<file path="src/rtl/ctrl_sequencer.sv">
// rtl/ctrl_sequencer.sv - instruction sequencer FSM: fetch/decode/exec/mem/wb/halt with nzp flags
// Two-process FSM; strobes are decoded from the registered state plus live handshake inputs.
module ctrl_sequencer (
  input  logic        clka,
  input  logic        reset_in,
  input  logic        run_in,
  input  logic [15:0] instr_in,
  input  logic        mem_ready_in,
  input  logic        n_alu_in,
  input  logic        z_alu_in,
  input  logic        p_alu_in,
  output logic        mem_req_out,
  output logic        mem_we_out,
  output logic        ld_ir_out,
  output logic        ld_pc_out,
  output logic [1:0]  pc_ctl_out,
  output logic        we_reg_out,
  output logic [2:0]  nzp_out,
  output logic [2:0]  state_out,
  output logic        halt_out
);

  typedef enum logic [2:0] {
    S_IDLE   = 3'b000,
    S_FETCH  = 3'b001,
    S_DECODE = 3'b010,
    S_EXEC   = 3'b011,
    S_MEM    = 3'b100,
    S_WB     = 3'b101,
    S_HALT   = 3'b110
  } state_t;

  localparam logic [3:0] OP_BR  = 4'b0000;
  localparam logic [3:0] OP_ADD = 4'b0001;
  localparam logic [3:0] OP_LD  = 4'b0010;
  localparam logic [3:0] OP_ST  = 4'b0011;
  localparam logic [3:0] OP_AND = 4'b0101;
  localparam logic [3:0] OP_NOT = 4'b1001;
  localparam logic [3:0] OP_HLT = 4'b1111;

  state_t      state;
  state_t      next_state;
  state_t      done_state;
  logic [3:0]  opcode;
  logic [2:0]  mask;
  logic [2:0]  nzp;
  logic [2:0]  alu_flags;
  logic        flags_onehot;
  logic        unused_instr;

  assign unused_instr = ^instr_in[8:0];
  assign alu_flags    = {n_alu_in, z_alu_in, p_alu_in};
  assign flags_onehot = (alu_flags == 3'b100) || (alu_flags == 3'b010) || (alu_flags == 3'b001);
  assign done_state   = run_in ? S_FETCH : S_IDLE;
  assign state_out    = state;
  assign nzp_out      = nzp;

  always_ff @(posedge clka) begin
    if (!reset_in) begin
      state  <= S_IDLE;
      opcode <= 4'b0000;
      mask   <= 3'b000;
      nzp    <= 3'b010;
    end else begin
      state <= next_state;
      if (state == S_FETCH && mem_ready_in) begin
        opcode <= instr_in[15:12];
        mask   <= instr_in[11:9];
      end
      if (we_reg_out && flags_onehot)
        nzp <= alu_flags;
    end
  end

  always_comb begin
    next_state  = state;
    mem_req_out = 1'b0;
    mem_we_out  = 1'b0;
    ld_ir_out   = 1'b0;
    ld_pc_out   = 1'b0;
    pc_ctl_out  = 2'b00;
    we_reg_out  = 1'b0;
    halt_out    = 1'b0;
    case (state)
      S_IDLE: begin
        if (run_in)
          next_state = S_FETCH;
      end
      S_FETCH: begin
        mem_req_out = 1'b1;
        if (mem_ready_in) begin
          ld_ir_out  = 1'b1;
          ld_pc_out  = 1'b1;
          next_state = S_DECODE;
        end
      end
      S_DECODE: begin
        case (opcode)
          OP_ADD, OP_AND, OP_NOT: next_state = S_EXEC;
          OP_LD, OP_ST:           next_state = S_MEM;
          OP_HLT:                 next_state = S_HALT;
          OP_BR: begin
            if (|(mask & nzp)) begin
              ld_pc_out  = 1'b1;
              pc_ctl_out = 2'b01;
            end
            next_state = done_state;
          end
          default:                next_state = done_state;
        endcase
      end
      S_EXEC: begin
        we_reg_out = 1'b1;
        next_state = done_state;
      end
      S_MEM: begin
        mem_req_out = 1'b1;
        mem_we_out  = (opcode == OP_ST);
        if (mem_ready_in)
          next_state = (opcode == OP_LD) ? S_WB : done_state;
      end
      S_WB: begin
        we_reg_out = 1'b1;
        next_state = done_state;
      end
      S_HALT: begin
        halt_out = 1'b1;
      end
      default: next_state = S_IDLE;
    endcase
  end

endmodule

</file>
<file path="config.mk">
export PLATFORM = sky130hd
export DESIGN_NAME = ctrl_sequencer
export DESIGN_NICKNAME = d
export VERILOG_FILES = /design/src/rtl/ctrl_sequencer.sv
export SDC_FILE = /design/constraint.sdc
export NUM_CORES = 1
export LEC_CHECK = 0
export ABC_AREA = 1
export CAP_MARGIN = 20
export CORE_ASPECT_RATIO = 0.9
export CORE_MARGIN = 3
export CORE_UTILIZATION = 35
export CTS_BUF_LIST = sky130_fd_sc_hd__clkbuf_2 sky130_fd_sc_hd__clkbuf_4 sky130_fd_sc_hd__clkbuf_8
export DETAILED_ROUTE_END_ITERATION = 6
export GPL_TIMING_DRIVEN = 0
export PLACE_DENSITY = 0.78
export SETUP_SLACK_MARGIN = 0.5
export SLEW_MARGIN = 30
export SYNTH_ARGS = -nofsm -noshare
export SYNTH_HDL_FRONTEND = slang
export SYNTH_SLANG_ARGS = --single-unit
</file>
<file path="constraint.sdc">
create_clock -name clka -period 1.35 [get_ports clka]
set_input_delay 0.27 -clock clka [delete_from_list [all_inputs] [get_ports clka]]
set_output_delay 0.27 -clock clka [all_outputs]
set_load 0.01 [all_outputs]
</file>
[After elaboration in Yosys (flattened, before gate mapping)]
Index checks and enable logic that the tools add are counted.
Word-level totals
  output and inout port bits: 14
  bits of input ports: 23
  register bits: 13
  word-level logic and storage cells: 55
Cells by class
  bitwise operators: 2
  equal/unequal tests: 18
  reductions and logical operators: 12
  multiplexer cells: 19
Operator list (count)
  $pmux W3 S6: 1
  $eq A3 B3 Y1 const B: 4
  $mux W1: 12
  $mux W3: 4
  $eq A3 B2 Y1 const B: 3
  $pmux W3 S3: 1
  $eq A4 B2 Y1 const B: 2
  $eq A4 B4 Y1 const B: 2
  $eq A3 B1 Y1 const B: 2
  $ne A2 B2 Y1 const B: 3
  $reduce_or A2 Y1: 3
  $reduce_or A3 Y1: 2
  $eq A4 B1 Y1 const B: 1
  $eq A4 B3 Y1 const B: 1
  $logic_not A4 Y1: 1
  $reduce_and A4 Y1: 1
  $and A3 B3 Y3: 1
  $logic_not A3 Y1: 1
  $logic_and A1 B1 Y1: 2
  $logic_or A1 B1 Y1: 2
  $pmux W1 S2: 1
  $not A1 Y1: 1

[Logic depth before layout (Yosys ltp)]
Gate-level depths: netlist of the first run.
  depth in word-level cells: 5
  depth in mapped cells: 10
  mapped depth without buffers: 10

[Worst setup path before layout of the first run]
No wires, ideal clock.
  path type: reg-to-output
  start: reg state[1] (netlist: state_out[1])
  end: out ld_pc_out
  slack: -0.101 ns
  required time: 1.080 ns
  arrival time: 1.181 ns
  path buffers: 0
  cell stages (with the launch flop): 6
  path through: dfxtp_1 > inv_1 > nor3_1 > inv_1 > a31o_2 > o21ai_1
Between the ends
  cells in the longest elaborated chain, start to end: 2
  elaborated cells between the ends (all ways): 3
  classes of those cells: eq/ne: 2; mux: 1
RTL lines
  from (decl): line 41  | state_t state;
  from (signal assigned): line 65  | state <= next_state;
  $eq A3 B2 Y1 / $eq A3 B1 Y1 (equally long branches): line 84  | case (state)
  $pmux W1 S2 *: line 84
  to (decl): line 15  | output logic ld_pc_out,
Every way passes the cells marked *; elsewhere a longest branch is shown, timed or not.

[Worst setup path in the final report of the first run]
  start: reg state[2] (netlist: state_out[2])
  end: out ld_pc_out
Same word-level chain as after synthesis.

==> flow_metrics.py, run 1 <==
metrics = {
    "drt": {
        "viasPerCell": 4.98,
        "routedWlPerCell_um": 13.2,
        "post-route-drc-count": 0,
        "vias": 941,
        "wl_um": 2490,
        "drt_iter0_drc": 15,
        "drtPass1Iterations": 4,
        "ant_nets": 0,
    },
    "timing": {
        "period_share_pct": 125,
        "tns_ps": -1730,
        "rsz0062_at_grt": "yes",
        "finalMaxSlewViolations": 0,
        "hold_viol": 0,
        "fmax_mhz": 595,
        "finClkSkew_ps": 0.539,
        "fin_ws_ps": -332,
        "fin_crit_ps": 1680,
        "setup_viol": 13,
        "hold_ws_ps": 512,
    },
    "power_and_ir_drop": {
        "p_int_uw": 811,
        "p_seq_share_pct": 37.7,
        "p_sw_share_pct": 33.9,
        "clkPwrFrac_pct": 20.4,
        "p_comb_share_pct": 41.9,
        "ir_worst_vdd_mv": 0.616,
        "p_per_area_nw_per_um2": 878,
        "cellLeakagePower_nw": 0.631,
        "power.net_switching_uw": 416,
    },
    "clock_tree": {
        "clk_path_buf_depth": 2,
        "path_clk_slew_ps": 70,
        "clkLatencyLatePin_ps": 270,
        "cts-root-buf": "clkbuf_4",
        "tritoncts": "done",
        "clock_sinks": 13,
        "numCtsBuffers": 3,
        "postCtsHoldBufs": 0,
        "cts-htree-levels": 1,
    },
    "final_layout": {
        "n_antenna_cell": 0,
        "nFillCells": 146,
        "final_common_cell": "buf_6",
        "drive_gt1_share_pct": 47.0,
        "final_cell_mix": "buf_6 (22), nand2_1 (19), nor2_1 (18)",
        "area_growth_pct": 91.8,
        "finalInstanceArea_sq_um": 1400,
        "nNetsFinal": 188,
        "finalNonFillerCells": 189,
    },
    "setup_path": {
        "cp.buffers_inverters": 2,
        "worstPathArrival_ps": 1410,
        "critPathMaxStageDelay_ps": 370,
        "cp_cell_sequence": "nor3_4 > inv_2 > a31o_4 > o21ai_2 > buf_2",
        "crit_end": "ld_pc_out",
        "end_kind": "output port",
        "path_delay_family": "flip-flops",
        "cp-startpoint": "state_out[2]$_SDFFE_PN0P_",
        "crit_fanout": 3,
        "r2r-end": "state_out[1]$_SDFFE_PN0P_",
        "cp-start-kind": "flop",
        "ff2ff_path_depth": 10,
        "cp_slowest_cell": "dfxtp_4",
        "reg2reg_slack_ps": -70,
        "crit_cells": 5,
        "reg2reg_from": "state_out[0]$_SDFFE_PN0P_",
        "critPathKind": "flop to output port",
        "critical_path_required_ps": 1080,
    },
    "outcome": {
        "status": "finished, violations left",
        "violations": "negative setup slack",
    },
    "synth": {
        "synth_cell_types": 22,
        "synth_fp_nets": 137,
        "syn_inst": 114,
        "syn_area_per_cell_sq_um": 6.39,
        "yosys_warnings": 0,
        "seq_area_frac_synth_pct": 35.7,
        "synth.ff_latch_count": 13,
        "synth_area_sq_um": 728,
    },
    "hold_path": {
        "hold_path_class": "flop to flop",
    },
    "floorplan": {
        "fp.coreArea_sq_um": 1950,
        "dieArea_sq_um": 2660,
        "rows": 15,
        "start_util_pct": 37.3,
        "dieHeight_um": 49.3,
        "die_width_um": 54.1,
        "io_pins": 37,
    },
    "global_route": {
        "grt_usage_pct": 19.2,
        "overflow": 0,
        "grt_pass1_wl_um": 3750,
        "grt_max_degree": 11,
        "first_global_vias": 905,
        "antenna_found_initial": 0,
    },
    "placement": {
        "post-place-cells": 165,
        "numPortBuffers": 26,
        "place_congestion": 0.816,
        "dpl_worst_slack_ps": -660,
        "dp_hpwl_um": 1520,
        "place_area_sq_um": 1080,
    },
    "run": {
        "drv_cap": 0,
    },
}
power by group through the flow:
stage | sequential, mW | clock [mW] | combinational [mW]
CTS | 0.459 | 0.260 | 0.416
floorplan | 0.463 | 0 | 0.191
global route | 0.468 | 0.283 | 0.551
detailed placement | 0.468 | 0 | 0.318
finish | 0.463 | 0.251 | 0.513
global placement | 0.465 | 0 | 0.310
state kept, by name (all words and copies together) (netlist names):
register / cells
nzp_out: 3
opcode: 4
state_out: 3
mask: 3
per-layer routing:
layer / track usage [%] / vias up / wire length, um
li1: - / 464 / -
met1: 23.8 / 439 / 1030
met2: 31.5 / 30 / 1290
met3: 3.36 / 8 / 110
met4: 8.71 / 0 / 68
met5: 0 / - / 0
how the worst min path moves through the flow:
stage                                     from                      end  slack [ps]  cells past startpoint
final                     mask[1]$_SDFFE_PN0P_     mask[1]$_SDFFE_PN0P_         510                      2
after global routing      mask[1]$_SDFFE_PN0P_     mask[1]$_SDFFE_PN0P_         550                      2
after CTS                 mask[1]$_SDFFE_PN0P_     mask[1]$_SDFFE_PN0P_         520                      2
after floorplan                       z_alu_in  nzp_out[1]$_SDFFE_PN1P_         380                      2
after global placement    mask[1]$_SDFFE_PN0P_     mask[1]$_SDFFE_PN0P_         500                      2
after detailed placement  mask[1]$_SDFFE_PN0P_     mask[1]$_SDFFE_PN0P_         510                      2
through the flow:
step / util [%] / power [mW]
after global placement: 55.4 / 0.775
after floorplan: - / 0.655
after detailed placement: 55.4 / 0.786
after CTS: 66.4 / 1.13
final: 71.5 / 1.23
after global routing: 71.5 / 1.30
cells in the mapped netlist:
cell type  instances  area (sq um)
nor2_1            22          82.6
nor3_1             1          5.00
nand3_2            2          20.0
nand2_1           22          82.6
buf_4              1          7.51
dfxtp_1           13           260
conb_1             1          3.75
nor2_4             1          11.3
nor2_2             2          12.5
clkinv_1           1          3.75
a21oi_1            8          40.0
xnor2_1            1          8.76
nor3_2             1          10.0
o21ai_1            3          15.0
nand4_1            2          12.5
inv_1             13          48.8
a31o_2             1          8.76
nand3_1            6          30.0
inv_2              1          3.75
clkbuf_1           1          3.75
nand2_2            2          12.5
o21ai_0            9          45.0
tightest hold or removal path, stage by stage, from the launching register on:
cell and delay (ps):
dfxtp_1 340, o21ai_1 70, nor2_1 70
final cells by class:
| type | count | area [sq um] | share of cell area [%] |
|---|---|---|---|
| Multi-Input combinational cell | 84 | 526 | 37.6 |
| Timing Repair Buffer | 46 | 459 | 32.9 |
| Clock buffer | 4 | 30.0 | 2.15 |
| Buffer | 2 | 12.5 | 0.896 |
| Inverter | 15 | 63.8 | 4.57 |
| Tap cell | 25 | 31.3 | 2.24 |
| Sequential cell | 13 | 274 | 19.6 |
cells by family after synthesis:
family	share of synthesized area (%)
and+or+nand+nor	38.3
AOI/OAI and AO/OA	14.9
buffers and inverters	9.28
DFF	35.7
xor gates and xnor gates	1.20
other	0.515
what timing repair did:
action,4_1_cts,5_1_grt
buffers inserted,14,6
cloned,0,0
gates resized for setup,88,15
setup endpoints to repair,26,26
pin swaps,12,10
(Power assumes the default switching activity.)
==> run 2: changes to the inputs <==
--- a/config.mk
+++ b/config.mk
@@ -7,13 +7,14 @@
 export LEC_CHECK = 0
 export ABC_AREA = 1
 export CAP_MARGIN = 20
-export CORE_ASPECT_RATIO = 0.9
+export CORE_ASPECT_RATIO = 1.4
 export CORE_MARGIN = 3
-export CORE_UTILIZATION = 35
+export CORE_UTILIZATION = 40
 export CTS_BUF_LIST = sky130_fd_sc_hd__clkbuf_2 sky130_fd_sc_hd__clkbuf_4 sky130_fd_sc_hd__clkbuf_8
 export DETAILED_ROUTE_END_ITERATION = 6
 export GPL_TIMING_DRIVEN = 0
-export PLACE_DENSITY = 0.78
+export MAX_ROUTING_LAYER = met4
+export PLACE_DENSITY = 0.86
 export SETUP_SLACK_MARGIN = 0.5
 export SLEW_MARGIN = 30
 export SYNTH_ARGS = -nofsm -noshare
==> run 2 against run 1 <==
The flow still finishes with violations (negative setup slack). Design area rose by 9.7%. Die area fell by 11%. Count of clock-buffer cells in the layout did not move. Critical path type unchanged. Largest cell class unchanged. Largest power group unchanged.
==> flow_metrics.py, run 2 (synthesis gave the netlist of run 1 again) <==
metrics = {
    "final_layout": {
        "final_common_cell": "buf_6",
        "max_flop_register": "opcode",
        "final_cell_mix": "buf_6 (24), nand2_1 (17), buf_4 (14)",
        "nNetsFinal": 198,
        "drive_gt1_share_pct": 54.6,
        "n_antenna_cell": 0,
        "area_growth_pct": 110,
        "largest_reg_flops": 4,
        "finalNonFillerCells": 193,
    },
    "global_route": {
        "first_global_vias": 1011,
        "antenna_found_initial": 0,
        "grt_max_degree": 11,
        "grt_usage_pct": 25.0,
        "grt_pass1_wl_um": 4350,
        "overflow": 0,
    },
    "drt": {
        "drtPass1Iterations": 4,
        "routedWlPerCell_um": 19.8,
        "post-route-drc-count": 0,
        "ant_nets": 0,
        "vias": 1099,
        "viasPerCell": 5.69,
        "wl_um": 3810,
        "drt_iter0_drc": 51,
    },
    "timing": {
        "finalMaxSlewViolations": 0,
        "rsz0062_at_grt": "yes",
        "fmax_mhz": 562,
        "finClkSkew_ps": 3.92,
        "fin_ws_ps": -430,
        "tns_ps": -4150,
        "fin_crit_ps": 1780,
        "hold_viol": 0,
        "setup_viol": 21,
        "period_share_pct": 132,
    },
    "setup_path": {
        "critical_path_required_ps": 1080,
        "ff2ff_path_depth": 11,
        "crit_fanout": 3,
        "cp_cell_sequence": "buf_6 > nor2_4 > nand2_4 > nor2_4 > buf_6 > inv_8 > o21ai_2 > buf_2",
        "cp-startpoint": "state_out[1]$_SDFFE_PN0P_",
        "cp_slowest_cell": "dfxtp_4",
        "worstPathArrival_ps": 1510,
        "reg2reg_from": "state_out[1]$_SDFFE_PN0P_",
        "critPathKind": "flop to output port",
        "end_kind": "output port",
        "cp-start-kind": "flop",
        "critPathMaxStageDelay_ps": 370,
    },
    "clock_tree": {
        "clkLatencyLatePin_ps": 290,
        "numCtsBuffers": 3,
        "postCtsHoldBufs": 0,
        "clock_sinks": 13,
        "cts-htree-levels": 1,
        "cts-root-buf": "clkbuf_4",
        "path_clk_slew_ps": 90,
        "tritoncts": "done",
        "clk_path_buf_depth": 2,
    },
    "placement": {
        "numPortBuffers": 26,
        "dpl_worst_slack_ps": -630,
        "post-place-cells": 159,
        "dp_hpwl_um": 1480,
        "place_congestion": 0.887,
    },
    "hold_path": {
        "worstHoldStart": "opcode[0]$_SDFFE_PN0P_",
        "hold_depth": 2,
        "hold_path_class": "flop to flop",
    },
    "floorplan": {
        "dieArea_sq_um": 2380,
        "dieHeight_um": 56.5,
        "rows": 17,
        "io_pins": 37,
        "start_util_pct": 44.5,
        "die_width_um": 42.1,
        "fp.coreArea_sq_um": 1640,
    },
    "outcome": {
        "status": "finished, violations left",
        "violations": "negative setup slack",
    },
    "run": {
        "drv_cap": 0,
    },
    "power_and_ir_drop": {
        "cellLeakagePower_nw": 0.672,
        "p_per_area_nw_per_um2": 891,
        "ir_worst_vdd_mv": 0.864,
    },
}
[run 2: cell types whose count changed in the layout (fill, tap and decap cells not counted), sizes merged]
cell,delta
clkdlybuf4s15,+1
buf,+9
[run 2: layer usage]
| metal | up-vias | track usage [%] | wire, um |
|---|---|---|---|
| met4 | 0 | 12.4 | 267 |
| li1 | 484 | - | - |
| met5 | - | - | 0 |
| met3 | 28 | 3.85 | 214 |
| met2 | 74 | 48.7 | 2070 |
| met1 | 513 | 22.5 | 1260 |
[run 2: area by class of cell]
| type | instances | area [sq um] |
|---|---|---|
| clock buffers | 4 | 30.0 |
| multi-input cells | 84 | 568 |
| repair buffers | 56 | 551 |
| well taps | 19 | 23.8 |
| flip-flops and latches | 13 | 274 |
| plain buffers | 2 | 11.3 |
| inverters | 15 | 73.8 |
| fillers | 55 | 106 |
[run 2: final timing paths]
check | to | slack (ps)
worst max-delay path | ld_pc_out | -430
worst min-delay path | opcode[0]$_SDFFE_PN0P_ | 560
worst max register to register | opcode[1]$_SDFFE_PN0P_ | -260
worst min register to register | opcode[0]$_SDFFE_PN0P_ | 560
[run 2: through the flow]
stage	hold WS [ps]	instance area [sq um]	util [%]	power [mW]
floorplan	383	791	-	0.655
global placement	497	1070	65.6	0.771
detailed placement	496	1070	65.6	0.780
CTS	515	1390	85.0	1.19
global route	563	1530	93.5	1.41
finish	565	1530	93.5	1.36
[run 2: what timing repair did]
| item | in CTS | in global routing |
|---|---|---|
| setup endpoints to repair | 26 | 26 |
| pin swaps | 16 | 21 |
| buffers inserted | 23 | 6 |
| gates resized for setup | 91 | 31 |
| gates cloned | 1 | 0 |
[run 2: critical path: cells and delay by family, from the launching register on]
family          cells  cell delay, ps
compound gates      1              70
flops               1             370
simple gates        3             330
buf+inv             4             450
[run 2: report_power, final]
part	total, mW	internal [mW]	switching [mW]	leakage (nW)
clock	0.283	0.135	0.147	0.0184
combinational	0.618	0.298	0.320	0.544
sequential	0.464	0.419	0.0453	0.109
==> run 3: changes to the inputs <==
--- a/config.mk
+++ b/config.mk
@@ -7,14 +7,14 @@
 export LEC_CHECK = 0
 export ABC_AREA = 1
 export CAP_MARGIN = 20
-export CORE_ASPECT_RATIO = 1.4
-export CORE_MARGIN = 3
-export CORE_UTILIZATION = 40
+export CORE_AREA = 3 3 40 42
 export CTS_BUF_LIST = sky130_fd_sc_hd__clkbuf_2 sky130_fd_sc_hd__clkbuf_4 sky130_fd_sc_hd__clkbuf_8
 export DETAILED_ROUTE_END_ITERATION = 6
+export DIE_AREA = 0 0 43 45
+export DONT_BUFFER_PORTS = 1
 export GPL_TIMING_DRIVEN = 0
 export MAX_ROUTING_LAYER = met4
-export PLACE_DENSITY = 0.86
+export PLACE_DENSITY = 0.76
 export SETUP_SLACK_MARGIN = 0.5
 export SLEW_MARGIN = 30
 export SYNTH_ARGS = -nofsm -noshare
==> run 3 against run 2 <==
Sequential share of layout area rose by 13 points. Count of clock-buffer cells in the layout stayed put. Clock power fell by 12%. Combinational power down 56%. Largest cell class unchanged. Routed wire length is 55% lower. Sequential power about the same. The run still ends with negative setup slack left. Flip-flop and latch count stayed put. First-iteration DRC count decreased by 51%. Via count decreased by 33%. Die area decreased by 19%. Highest routed layer unchanged. Final cell count decreased by 29%. Power down 28%.
==> flow_metrics.py, run 3 (synthesis gave the netlist of run 1 again) <==
metrics = {
    "floorplan": {
        "dieArea_sq_um": 1940,
        "dieHeight_um": 45,
        "io_pins": 37,
        "die_width_um": 43,
        "rows": 13,
        "fp.coreArea_sq_um": 1280,
        "start_util_pct": 56.7,
    },
    "setup_path": {
        "cp.buffers_inverters": 1,
        "reg2reg_slack_ps": 50,
        "worstPathArrival_ps": 1360,
        "path_delay_family": "compound AO/OA/AOI/OAI gates",
        "cp_slowest_cell": "dfxtp_4",
        "critical_path_required_ps": 1080,
        "r2r-end": "nzp_out[2]$_SDFFE_PN0P_",
        "cp-start-kind": "flop",
        "crit_fanout": 6,
        "end_kind": "output port",
        "reg2reg_from": "state_out[2]$_SDFFE_PN0P_",
        "critPathKind": "flop to output port",
        "ff2ff_path_depth": 6,
        "critPathMaxStageDelay_ps": 390,
        "cp_cell_sequence": "nor3_4 > inv_2 > a31o_4 > o21ai_4",
    },
    "drt": {
        "routedWlPerCell_um": 12.5,
        "ant_nets": 0,
        "vias": 740,
        "drt_iter0_drc": 25,
        "wl_um": 1710,
        "post-route-drc-count": 0,
        "viasPerCell": 5.40,
        "drtPass1Iterations": 4,
    },
    "final_layout": {
        "nFillCells": 113,
        "n_antenna_cell": 0,
        "final_common_cell": "nand2_1",
        "area_growth_pct": 26.5,
        "largest_reg_flops": 4,
        "finalNonFillerCells": 137,
        "multi_input_area_sq_um": 479,
        "nNetsFinal": 146,
        "final_cell_mix": "nand2_1 (21), nor2_1 (18), inv_1 (8), a21oi_1 (8), dfxtp_1 (7)",
        "regArea_sq_um": 283,
        "max_flop_register": "opcode",
        "drive_gt1_share_pct": 32.0,
        "finalInstanceArea_sq_um": 921,
    },
    "power_and_ir_drop": {
        "p_per_area_nw_per_um2": 1070,
        "cellLeakagePower_nw": 0.392,
        "ir_worst_vdd_mv": 0.796,
    },
    "timing": {
        "period_share_pct": 121,
        "fin_ws_ps": -281,
        "hold_viol": 0,
        "tns_ps": -565,
        "rsz0062_at_grt": "yes",
        "finClkSkew_ps": 3.03,
        "fin_crit_ps": 1630,
        "finalMaxSlewViolations": 0,
        "setup_viol": 5,
        "fmax_mhz": 613,
    },
    "global_route": {
        "first_global_vias": 703,
        "grt_pass1_wl_um": 3020,
        "antenna_found_initial": 0,
        "gr-usage-met2_pct": 34.4,
        "grt_usage_pct": 21.0,
        "busiest_layer": "met2",
        "globalRouteMet1Util_pct": 24.5,
        "use_met3_pct": 5.58,
        "overflow": 0,
        "grt_max_degree": 11,
    },
    "clock_tree": {
        "clkLatencyLatePin_ps": 270,
        "postCtsHoldBufs": 0,
        "clk_path_buf_depth": 2,
        "clock_sinks": 13,
        "cts-root-buf": "clkbuf_4",
        "tritoncts": "done",
        "cts-htree-levels": 1,
        "numCtsBuffers": 3,
        "path_clk_slew_ps": 80,
    },
    "outcome": {
        "violations": "negative setup slack",
        "status": "finished, violations left",
    },
    "placement": {
        "place_area_sq_um": 810,
        "place_congestion": 0.845,
        "post-place-cells": 129,
        "dp_hpwl_um": 1330,
        "numPortBuffers": 0,
    },
    "hold_path": {
        "hold_path_class": "primary input to flop",
        "min_to": "opcode[0]$_SDFFE_PN0P_",
        "worstHoldStart": "reset_in",
        "hold_depth": 2,
    },
    "run": {
        "drv_cap": 0,
    },
}
## run 3: metrics by stage
| stage | power [mW] | setup WS (ps) | utilization [%] | hold WS [ps] |
|---|---|---|---|---|
| 6_report | 0.985 | -281 | 71.7 | 113 |
| 3_5_place_dp | 0.695 | -46.8 | 63.0 | 394 |
| 2_1_floorplan | 0.655 | 53.6 | - | 383 |
| 5_1_grt | 1.06 | -351 | 71.7 | 108 |
| 4_1_cts | 0.983 | -279 | 71.2 | 108 |
| 3_3_place_gp | 0.685 | -21.3 | 63.0 | 393 |
## run 3: cell type report
| type | instances | area share, % |
|---|---|---|
| flip-flops and latches | 13 | 30.7 |
| plain buffers | 2 | 1.22 |
| clock buffers | 4 | 3.26 |
| well taps | 15 | 2.04 |
| multi-input cells | 84 | 52.0 |
| inverters | 15 | 6.66 |
| repair buffers | 4 | 4.08 |
## run 3: how the worst max path moves through the flow
stage | start | to | slack [ps] | cells past startpoint
final | state_out[2]$_SDFFE_PN0P_ | ld_pc_out | -280 | 4
after CTS | state_out[2]$_SDFFE_PN0P_ | ld_pc_out | -280 | 4
after detailed placement | state_out[2]$_SDFFE_PN0P_ | ld_pc_out | -50 | 4
after floorplan | state_out[2]$_SDFFE_PN0P_ | ld_pc_out | 50 | 4
after global placement | state_out[2]$_SDFFE_PN0P_ | ld_pc_out | -20 | 4
after global routing | state_out[2]$_SDFFE_PN0P_ | ld_pc_out | -350 | 4
## run 3: layer usage
layer	part of all wire, %	wire, um	up-vias
li1	-	-	381
met3	8.5	145	4
met1	40	692	323
met5	0	0	-
met2	50	850	32
met4	1.5	26	0
## run 3: power by group
| group | internal, mW | leakage (nW) | switching, mW |
|---|---|---|---|
| Combinational | 0.100 | 0.264 | 0.170 |
| Clock | 0.134 | 0.0184 | 0.116 |
| Sequential | 0.414 | 0.110 | 0.0509 |
## run 3: repair_timing
| action | CTS | global route |
|---|---|---|
| buffers inserted | 4 | 0 |
| resized for setup | 14 | 3 |
| endpoints found under the hold margin | 0 | 0 |
| endpoints found under the setup margin | 26 | 26 |
| pin swaps | 5 | 3 |
## run 3: worst reg2reg max path, cell delays in order, from the launching register on
cell     delay (ps)
dfxtp_4         420
nor2_4           60
buf_6           120
nor3_4          270
nand3_2         150
o21ai_1         140
nor2_1           40
